File: config.mk
export PLATFORM = sky130hd
export DESIGN_NAME = mem_arbiter_flat
export DESIGN_NICKNAME = d
export VERILOG_FILES = /design/src/rtl/mem_arbiter_if.sv /design/src/rtl/mem_arbiter.sv /design/src/flat_wrapper.sv
export SDC_FILE = /design/constraint.sdc
export NUM_CORES = 1
export LEC_CHECK = 0
export CAP_MARGIN = 40
export CORE_AREA = 2 2 190 192
export CTS_CLUSTER_DIAMETER = 60
export CTS_CLUSTER_SIZE = 25
export DETAILED_ROUTE_END_ITERATION = 7
export DIE_AREA = 0 0 192 194
export PLACE_DENSITY = 0.54
export SLEW_MARGIN = 5
export SYNTH_ARGS = -nofsm -noshare
export SYNTH_HDL_FRONTEND = slang
export SYNTH_SLANG_ARGS = --single-unit
File: constraint.sdc
create_clock -name clk -period 6.8 [get_ports clk]
set_input_delay 1.02 -clock clk [delete_from_list [all_inputs] [get_ports clk]]
set_output_delay 1.02 -clock clk [all_outputs]
set_load 0.1 [all_outputs]
File: src/rtl/mem_arbiter_if.sv
// Core-side and memory-side signal bundle for mem_arbiter.
// The arbiter connects through the slave modport; the cores/memory environment through master.
interface mem_arbiter_if;
    logic [3:0]   c_req;
    logic [3:0]   c_we;
    logic [3:0]   c_lock;
    logic [43:0]  c_addr;
    logic [127:0] c_wdata;
    logic [15:0]  c_opcode;
    logic [127:0] c_burst_id;
    logic [3:0]   c_gnt;
    logic [3:0]   c_rvalid;
    logic [31:0]  c_rdata;

    logic         m_req;
    logic         m_we;
    logic [1:0]   m_core_id;
    logic [3:0]   m_opcode;
    logic [10:0]  m_addr;
    logic [31:0]  m_wdata;
    logic [31:0]  m_burst_id;
    logic         m_gnt;
    logic         m_rvalid;
    logic [31:0]  m_rdata;

    logic         busy;
    logic         err;

    modport slave (
        input  c_req, c_we, c_lock, c_addr, c_wdata, c_opcode, c_burst_id,
        input  m_gnt, m_rvalid, m_rdata,
        output c_gnt, c_rvalid, c_rdata,
        output m_req, m_we, m_core_id, m_opcode, m_addr, m_wdata, m_burst_id,
        output busy, err
    );

    modport master (
        output c_req, c_we, c_lock, c_addr, c_wdata, c_opcode, c_burst_id,
        output m_gnt, m_rvalid, m_rdata,
        input  c_gnt, c_rvalid, c_rdata,
        input  m_req, m_we, m_core_id, m_opcode, m_addr, m_wdata, m_burst_id,
        input  busy, err
    );
endinterface

File: src/rtl/mem_arbiter.sv
// Four-core round-robin arbiter in front of a single-outstanding memory port,
// with locked bursts (bounded by MAX_BURST) and a response timeout.
module mem_arbiter #(
    parameter int NUM_CORES = 4,
    parameter int MAX_BURST = 8,
    parameter int TIMEOUT   = 15
) (
    input  logic         clk,
    input  logic         reset_n,
    mem_arbiter_if.slave bus
);
    localparam int BW = $clog2(MAX_BURST);
    localparam int TW = $clog2(TIMEOUT + 1);

    localparam logic [1:0] IDLE  = 2'd0;
    localparam logic [1:0] ISSUE = 2'd1;
    localparam logic [1:0] WAIT  = 2'd2;

    logic [1:0]    state, next_state;
    logic [1:0]    ptr;
    logic [1:0]    owner;
    logic [BW-1:0] burst_cnt;
    logic [TW-1:0] tmo_cnt;

    logic          any_req;
    logic [1:0]    rr_winner;
    logic          load, relock, complete, timeout;
    logic [1:0]    load_core;
    logic          lock_ok;

    logic          sel_we;
    logic [10:0]   sel_addr;
    logic [31:0]   sel_wdata;
    logic [3:0]    sel_opcode;
    logic [31:0]   sel_burst_id;

    // Completion is signalled by m_rvalid alone; m_gnt is accepted but ignored.
    logic unused_m_gnt;
    assign unused_m_gnt = bus.m_gnt;

    // Round-robin: scanning from the farthest offset down leaves the nearest requester to ptr.
    always_comb begin
        // NOTE: every combinational output gets a default first so no latch is inferred.
        rr_winner = ptr;
        any_req   = 1'b0;
        for (int i = NUM_CORES - 1; i >= 0; i--) begin
            if (bus.c_req[ptr + 2'(i)]) begin
                rr_winner = ptr + 2'(i);
                any_req   = 1'b1;
            end
        end
    end

    assign lock_ok = bus.c_lock[owner] && bus.c_req[owner] &&
                     (burst_cnt < BW'(MAX_BURST - 1));

    always_comb begin
        next_state = state;
        load       = 1'b0;
        relock     = 1'b0;
        complete   = 1'b0;
        timeout    = 1'b0;
        load_core  = rr_winner;
        case (state)
            IDLE: begin
                if (any_req) begin
                    load       = 1'b1;
                    next_state = ISSUE;
                end
            end
            ISSUE: next_state = WAIT;
            WAIT: begin
                if (bus.m_rvalid) begin
                    complete = 1'b1;
                    if (lock_ok) begin
                        relock     = 1'b1;
                        load       = 1'b1;
                        load_core  = owner;
                        next_state = ISSUE;
                    end else begin
                        next_state = IDLE;
                    end
                end else if (tmo_cnt == TW'(TIMEOUT - 1)) begin
                    timeout    = 1'b1;
                    next_state = IDLE;
                end
            end
            default: next_state = IDLE;
        endcase
    end

    always_comb begin
        sel_we       = 1'b0;
        sel_addr     = '0;
        sel_wdata    = '0;
        sel_opcode   = '0;
        sel_burst_id = '0;
        for (int k = 0; k < NUM_CORES; k++) begin
            if (2'(k) == load_core) begin
                sel_we       = bus.c_we[k];
                sel_addr     = bus.c_addr[k*11 +: 11];
                sel_wdata    = bus.c_wdata[k*32 +: 32];
                sel_opcode   = bus.c_opcode[k*4 +: 4];
                sel_burst_id = bus.c_burst_id[k*32 +: 32];
            end
        end
    end

    always_ff @(posedge clk or negedge reset_n) begin
        if (!reset_n) begin
            state          <= IDLE;
            ptr            <= '0;
            owner          <= '0;
            burst_cnt      <= '0;
            tmo_cnt        <= '0;
            bus.c_gnt      <= '0;
            bus.c_rvalid   <= '0;
            bus.c_rdata    <= '0;
            bus.m_req      <= 1'b0;
            bus.m_we       <= 1'b0;
            bus.m_core_id  <= '0;
            bus.m_opcode   <= '0;
            bus.m_addr     <= '0;
            bus.m_wdata    <= '0;
            bus.m_burst_id <= '0;
            bus.busy       <= 1'b0;
            bus.err        <= 1'b0;
        end else begin
            // NOTE: sequential state uses non-blocking assignments so every flop sees pre-edge values.
            state        <= next_state;
            bus.busy     <= (next_state != IDLE);
            bus.c_gnt    <= '0;
            bus.c_rvalid <= '0;
            bus.m_req    <= 1'b0;
            bus.err      <= timeout;
            tmo_cnt      <= (state == WAIT && next_state == WAIT) ? tmo_cnt + 1'b1 : '0;

            if (load) begin
                owner          <= load_core;
                bus.c_gnt      <= 4'b0001 << load_core;
                bus.m_req      <= 1'b1;
                bus.m_core_id  <= load_core;
                bus.m_we       <= sel_we;
                bus.m_addr     <= sel_addr;
                bus.m_wdata    <= sel_wdata;
                bus.m_opcode   <= sel_opcode;
                bus.m_burst_id <= sel_burst_id;
                burst_cnt      <= relock ? burst_cnt + 1'b1 : '0;
            end

            if (complete || timeout) begin
                bus.c_rvalid <= 4'b0001 << owner;
                bus.c_rdata  <= complete ? bus.m_rdata : 32'h0;
                if (!relock) begin
                    ptr       <= owner + 2'd1;
                    burst_cnt <= '0;
                end
            end
        end
    end
endmodule

File: src/flat_wrapper.sv
// flat-port wrapper written by rule: the top's interface ports become plain ports
module mem_arbiter_flat 
#(
    parameter int NUM_CORES = 4,
    parameter int MAX_BURST = 8,
    parameter int TIMEOUT   = 15
)
  (clk, reset_n, bus_c_req, bus_c_we, bus_c_lock, bus_c_addr, bus_c_wdata, bus_c_opcode, bus_c_burst_id, bus_m_gnt, bus_m_rvalid, bus_m_rdata, bus_c_gnt, bus_c_rvalid, bus_c_rdata, bus_m_req, bus_m_we, bus_m_core_id, bus_m_opcode, bus_m_addr, bus_m_wdata, bus_m_burst_id, bus_busy, bus_err);
  mem_arbiter_if bus_i ();
  input  logic clk;
  input  logic reset_n;
  input wire logic [$bits(bus_i.c_req)-1:0] bus_c_req;
  input wire logic [$bits(bus_i.c_we)-1:0] bus_c_we;
  input wire logic [$bits(bus_i.c_lock)-1:0] bus_c_lock;
  input wire logic [$bits(bus_i.c_addr)-1:0] bus_c_addr;
  input wire logic [$bits(bus_i.c_wdata)-1:0] bus_c_wdata;
  input wire logic [$bits(bus_i.c_opcode)-1:0] bus_c_opcode;
  input wire logic [$bits(bus_i.c_burst_id)-1:0] bus_c_burst_id;
  input wire logic [$bits(bus_i.m_gnt)-1:0] bus_m_gnt;
  input wire logic [$bits(bus_i.m_rvalid)-1:0] bus_m_rvalid;
  input wire logic [$bits(bus_i.m_rdata)-1:0] bus_m_rdata;
  output wire logic [$bits(bus_i.c_gnt)-1:0] bus_c_gnt;
  output wire logic [$bits(bus_i.c_rvalid)-1:0] bus_c_rvalid;
  output wire logic [$bits(bus_i.c_rdata)-1:0] bus_c_rdata;
  output wire logic [$bits(bus_i.m_req)-1:0] bus_m_req;
  output wire logic [$bits(bus_i.m_we)-1:0] bus_m_we;
  output wire logic [$bits(bus_i.m_core_id)-1:0] bus_m_core_id;
  output wire logic [$bits(bus_i.m_opcode)-1:0] bus_m_opcode;
  output wire logic [$bits(bus_i.m_addr)-1:0] bus_m_addr;
  output wire logic [$bits(bus_i.m_wdata)-1:0] bus_m_wdata;
  output wire logic [$bits(bus_i.m_burst_id)-1:0] bus_m_burst_id;
  output wire logic [$bits(bus_i.busy)-1:0] bus_busy;
  output wire logic [$bits(bus_i.err)-1:0] bus_err;
  assign bus_i.c_req = bus_c_req;
  assign bus_i.c_we = bus_c_we;
  assign bus_i.c_lock = bus_c_lock;
  assign bus_i.c_addr = bus_c_addr;
  assign bus_i.c_wdata = bus_c_wdata;
  assign bus_i.c_opcode = bus_c_opcode;
  assign bus_i.c_burst_id = bus_c_burst_id;
  assign bus_i.m_gnt = bus_m_gnt;
  assign bus_i.m_rvalid = bus_m_rvalid;
  assign bus_i.m_rdata = bus_m_rdata;
  assign bus_c_gnt = bus_i.c_gnt;
  assign bus_c_rvalid = bus_i.c_rvalid;
  assign bus_c_rdata = bus_i.c_rdata;
  assign bus_m_req = bus_i.m_req;
  assign bus_m_we = bus_i.m_we;
  assign bus_m_core_id = bus_i.m_core_id;
  assign bus_m_opcode = bus_i.m_opcode;
  assign bus_m_addr = bus_i.m_addr;
  assign bus_m_wdata = bus_i.m_wdata;
  assign bus_m_burst_id = bus_i.m_burst_id;
  assign bus_busy = bus_i.busy;
  assign bus_err = bus_i.err;
  mem_arbiter #(.NUM_CORES(NUM_CORES), .MAX_BURST(MAX_BURST), .TIMEOUT(TIMEOUT)) u_core (.clk(clk), .reset_n(reset_n), .bus(bus_i));
endmodule
# [Word level (Yosys, flattened, before mapping)]
# Index checks and enable logic that the tools add are counted.
[totals] reg_bits=136 input_bits=364 output_inout_bits=125 word_cells=113
[classes] n_addsub=6 order_cmp=6 n_eq_ne=7 shifts=2 n_mux=67 bitwise_logic=1 n_reduce_logical=8
[ops] operator="$mux 32" count=9
[ops] operator="$mux 11" count=4
[ops] operator="$mux 4" count=7
[ops] operator="$mux 1" count=25
[ops] operator="$mux 2" count=10
[ops] operator="$lt 2x3->1 const B" count=5
[ops] operator="$bmux 1 s2" count=6
[ops] operator="$mux 3" count=4
[ops] operator="$shl 1x2->4 const A" count=2
[ops] operator="$pmux 2 s3" count=1
[ops] operator="$add 2x1->2 const B" count=2
[ops] operator="$add 2x2->2 const B" count=2
[ops] operator="$add 4x1->4 const B" count=1
[ops] operator="$eq 2x2->1 const A" count=2
[ops] operator="$eq 2x2->1 const B" count=2
[ops] operator="$eq 4x4->1 const B" count=1
[ops] operator="$logic_not 2->1" count=2
[ops] operator="$add 3x1->3 const B" count=1
[ops] operator="$logic_and 1x1->1" count=3
[ops] operator="$lt 3x3->1 const B" count=1
[ops] operator="$eq 1x2->1 const A" count=1
[ops] operator="$eq 2x1->1 const B" count=1
[ops] operator="$pmux 1 s2" count=1
[ops] operator="$reduce_and 2->1" count=1
[ops] operator="3 further kinds" count=3

# [Longest topological paths before layout]
[logic_depth] depth_word=15 ltp_mapped=10 mapped_depth_nobuf=7

# [Worst setup path after synthesis]
# No wires, ideal clock.
[synth_timing] path_type="in2reg" start="input port bus_c_req[1]" end="register u_core.bus.m_addr[7]" setup_time_ps=126 t_arrival_ps=2798 t_required_ps=6674 setup_slack_ps=3876 stages=9 path_cell_list="buf_4 -> nor3b_2 -> a2111oi_4 -> o31ai_2 -> and2_4 -> buf_6 -> buf_6 -> mux2_4 -> a221o_1"
[synth_via] elab_chain_cells=14 word_cells_on_any_way=35 classes_between="3 x eq/ne; 29 x mux; 3 x reduce/logical"
[synth_rtl] element="start, declared" line="flat_wrapper.sv:12" rtl="input wire logic [$bits(bus_i.c_req)-1:0] bus_c_req;"
[synth_rtl] element="$bmux 1 s2" line="mem_arbiter.sv:47" rtl="if (bus.c_req[ptr + 2'(i)]) begin"
[synth_rtl] element="$mux 1 (not written as such)" line="mem_arbiter.sv:47"
[synth_rtl] element="$mux 2 (4 in series)" line="mem_arbiter.sv:47"
[synth_rtl] element="$mux 2" line="mem_arbiter.sv:75" rtl="if (lock_ok) begin"
[synth_rtl] element="$mux 2" line="mem_arbiter.sv:73" rtl="if (bus.m_rvalid) begin"
[synth_rtl] element="$mux 2" line="mem_arbiter.sv:64" rtl="case (state)"
[synth_rtl] element="$logic_not 2->1" line="mem_arbiter.sv:99" rtl="if (2'(k) == load_core) begin"
[synth_rtl] element="$mux 11 (4 in series)" line="mem_arbiter.sv:99"
[synth_rtl] element="end signal, assigned" line="mem_arbiter.sv:144" rtl="bus.m_addr <= sel_addr;"
[synth_rtl] element="end, declared" line="mem_arbiter_if.sv:33" rtl="output m_req, m_we, m_core_id, m_opcode, m_addr, m_wdata, m_burst_id,"
# Several ways; a longest one is shown, not always the timed one. The select of a mux whose other input is x is not followed.
# A chain may end at the register's enable or synchronous reset.

# [Worst setup path in the final report]
[layout_timing] start="input port bus_m_rvalid" end="register u_core.bus.m_wdata[23]"
[layout_via] elab_chain_cells=7 word_cells_on_any_way=12 classes_between="3 x eq/ne; 8 x mux; 1 x reduce/logical"
[layout_rtl] element="start, declared" line="flat_wrapper.sv:20" rtl="input wire logic [$bits(bus_i.m_rvalid)-1:0] bus_m_rvalid;"
[layout_rtl] element="$mux 2" line="mem_arbiter.sv:73"
[layout_rtl] element="$mux 2" line="mem_arbiter.sv:64"
[layout_rtl] element="$logic_not 2->1" line="mem_arbiter.sv:99"
[layout_rtl] element="$mux 32 (4 in series)" line="mem_arbiter.sv:99"
[layout_rtl] element="end signal, assigned" line="mem_arbiter.sv:145" rtl="bus.m_wdata <= sel_wdata;"
[layout_rtl] element="end, declared" line="mem_arbiter_if.sv:33"
# Several ways; a longest one is shown, not always the timed one.

==> out/qor.csv <==
metric,value,unit
routed_wl,34100,µm
cts_resized,0,
yosys_most_used_dff,dfrtp_1,
route.vias.total,8074,
grt_overflow,0,
seqCellArea,3400,µm²
slowest_delay,0.49,ns
area_growth,121,%
fmax,255,MHz
antenna_left,0,
ff2ff_setup_slack,3.51,ns
p_clk_frac,0.100,
cts_buffers,17,
tightestPinTransition,0.782,ns
n_antenna_cell,0,
finalCritPeriodShare,0.577,
place_ws,2.39,ns
mostFrequentLayoutCells,"485 x clkdlybuf4s50_1, 150 x nand2_1, 136 x dfrtp_1",
drive_above_1_share,0.174,
firstDrtPassIters,5,
syn_nets,1072,
fin_skew,0.0132,ns
slew-limit-headroom,0.479,
drt_iter0_drc,291,
first_global_vias,8587,
switching_share,0.511,
yosysSeqAreaShare,0.479,
setup-violations-final,0,
grt_usage,0.180,
status,completed,
cp_slowest_cell,clkdlybuf4s50_1,
viasPerCell,4.58,
holdBufCountCts,0,
combPwrFrac,0.746,
fin_crit,3.92,ns
ios,489,
final_common_cell,clkdlybuf4s50_1,
port_buffers,487,
arrival,4.25,ns
wl_met3,2570,µm
worst_slack,2.88,ns
cts_tree,built,
synthXorXnorAreaFrac,0.00247,
drc,0,
maxCapViolCount,0,
top_layer,met4,
wl_per_cell,19.3,µm
multiInputGateArea,3410,µm²
internal_power,0.00451,W
crit_chain,clkdlybuf4s50_1 > nand3b_1 > buf_4 > a211oi_1 > o31ai_2 > and2_4 > buf_16 > buf_4 > nand2_1 > a311oi_1,
power_density,587,nW/µm²
fillerInstances,3242,
clock-sinks,136,
synth.area.mux_share,0.0851,
rsz0062_at_grt,false,
power.switching,0.00471,W
routabilityCongestion,0.839,
hold_viol,0,
finalMaxSlewViolations,0,
path_max_fanout,35,
syn_inst,701,
postCtsSetupBuffers,0,
synth_edf_count,0,
crit_top_cell,buf_4,
clk-insertion-delay-late,0.44,ns
cp.required,7.12,ns
clk_pin_slew,0.07,ns
synth_compound_area_frac,0.242,
yosys.area_share.adder,0.0123,
vdd_ir_drop_max,0.421,mV
start_util,0.202,
p_leak,6.50,nW
synth_warnings,0,
die_area,37200,µm²
ys_ff_latch,136,
pwr-share-seq,0.154,
yosys.area_share.simple,0.134,
nets,1660,
fp.dieW,192,µm
worstSetupPathType,primary input to flip-flop,
syn_area,7100,µm²
htree_num_levels,4,
antenna_found_initial,0,
avgSynthCellArea,10.1,µm²
grt_pass1_wl,50600,µm
wl_met1,13000,µm
core,35200,µm²
synth_top_family_by_area,compound AO/OA/AOI/OAI gates,
fp-row-count,69,
met2_length,17700,µm
die_h,194,µm
synth_cell_type_count,44,
place_hpwl,26000,µm
fin_tns_setup,0,ns
grt_max_degree,81,
async_reset_ff_frac,1.00,
clockBufferDepth,2,
crit_path_start_kind,primary input,
final_util,0.446,
hold_class,flip-flop to flip-flop,
ctsRootBufferMaster,clkbuf_16,
worst_setup_path_end_kind,flip-flop,
==> flip-flops by register name, indices dropped and copies added, names as in the netlist <==
register	cells
u_core.bus.c_rdata	32
u_core.bus.m_burst_id	32
u_core.bus.m_wdata	32
u_core.bus.m_addr	11
u_core.bus.c_gnt	4
u_core.bus.c_rvalid	4
u_core.bus.m_opcode	4
u_core.tmo_cnt	4
u_core.burst_cnt	3
u_core.owner	2
u_core.ptr	2
u_core.state	2
u_core.bus.busy	1
u_core.bus.err	1
u_core.bus.m_req	1
u_core.bus.m_we	1
==> stage by stage <==
| step | total power [W] | cells | hold slack (ns) | cell area (µm²) |
|---|---|---|---|---|
| finish | 0.00922 | 1763 | 0.481 | 15700 |
| global route | 0.00959 | 1763 | 0.508 | 15700 |
| CTS | 0.00930 | 1763 | 0.485 | 15700 |
| detailed placement | 0.00835 | 1731 | 0.471 | 15100 |
| global placement | 0.00663 | 1603 | 0.466 | 12400 |
| floorplan | 0.00523 | 701 | 0.442 | 7100 |
==> kinds of logic after synthesis <==
kind of cell / count (synthesis)
buffers and inverters: 67
DFF: 136
and+or+nand+nor: 229
xor gates and xnor gates: 2
AOI/OAI and AO/OA: 218
adders and majority gates: 7
muxes: 42
==> metal layers <==
layer | global-route usage | vias up
met5 | 0 | -
met4 | 0.0656 | 0
met3 | 0.0541 | 45
met2 | 0.322 | 352
met1 | 0.199 | 3894
li1 | - | 3783
==> cell usage after synthesis, types with 2 or more instances <==
library cell	number	share of area
and3_1	2	0.0018
a221o_1	41	0.058
ha_1	7	0.012
o21a_1	2	0.0021
buf_4	6	0.0063
a22o_1	43	0.053
clkbuf_1	38	0.020
buf_1	2	0.0011
nand3b_1	4	0.0042
o21ai_0	42	0.030
buf_2	7	0.0049
clkinv_1	2	0.0011
a311oi_1	39	0.048
buf_6	5	0.0079
a21oi_1	3	0.0021
mux2_2	7	0.011
o22ai_1	40	0.035
inv_1	6	0.0032
dfrtp_1	136	0.48
and2_1	2	0.0018
nor2_1	47	0.025
mux2_4	35	0.074
nor3_1	3	0.0021
nor2b_1	7	0.0062
nand2_1	150	0.079
nand3_1	7	0.0049
==> cell type report <==
type | instances | area share
timing repair buffer | 627 | 0.491
multi-input combinational | 498 | 0.217
sequential | 136 | 0.217
tap | 461 | 0.0367
clock buffer | 17 | 0.0271
clock inverter | 15 | 0.00924
inverter | 9 | 0.00215
==> final timing paths <==
check | start | depth (start not counted) | end
worst min-delay path | u_core.burst_cnt[2] | 1 | u_core.burst_cnt[2]
min in group asynchronous | reset_n | 1 | u_core.bus.m_burst_id[26]
worst max-delay path | bus_m_rvalid | 10 | u_core.bus.m_wdata[23]
worst max register to register | u_core.state[0] | 9 | u_core.bus.m_wdata[23]
max in group asynchronous | reset_n | 3 | u_core.bus.m_wdata[0]
worst min register to register | u_core.burst_cnt[2] | 1 | u_core.burst_cnt[2]
==> worst max-delay path: cells and delay by family <==
kind | cells | cell delay, ns
AOI/OAI and AO/OA | 3 | 0.88
buffers and inverters | 4 | 1.61
and+or+nand+nor | 3 | 0.68
==> power groups by stage <==
stage | Sequential, W | Combinational, W | Clock (W)
2_1_floorplan | 0.00385 | 0.00138 | 0
3_5_place_dp | 0.00143 | 0.00692 | 0
4_1_cts | 0.00142 | 0.00692 | 0.000954
3_3_place_gp | 0.00142 | 0.00522 | 0
6_report | 0.00142 | 0.00688 | 0.000923
5_1_grt | 0.00146 | 0.00714 | 0.000990
No activity file was read; power rests on OpenSTA's default activity.
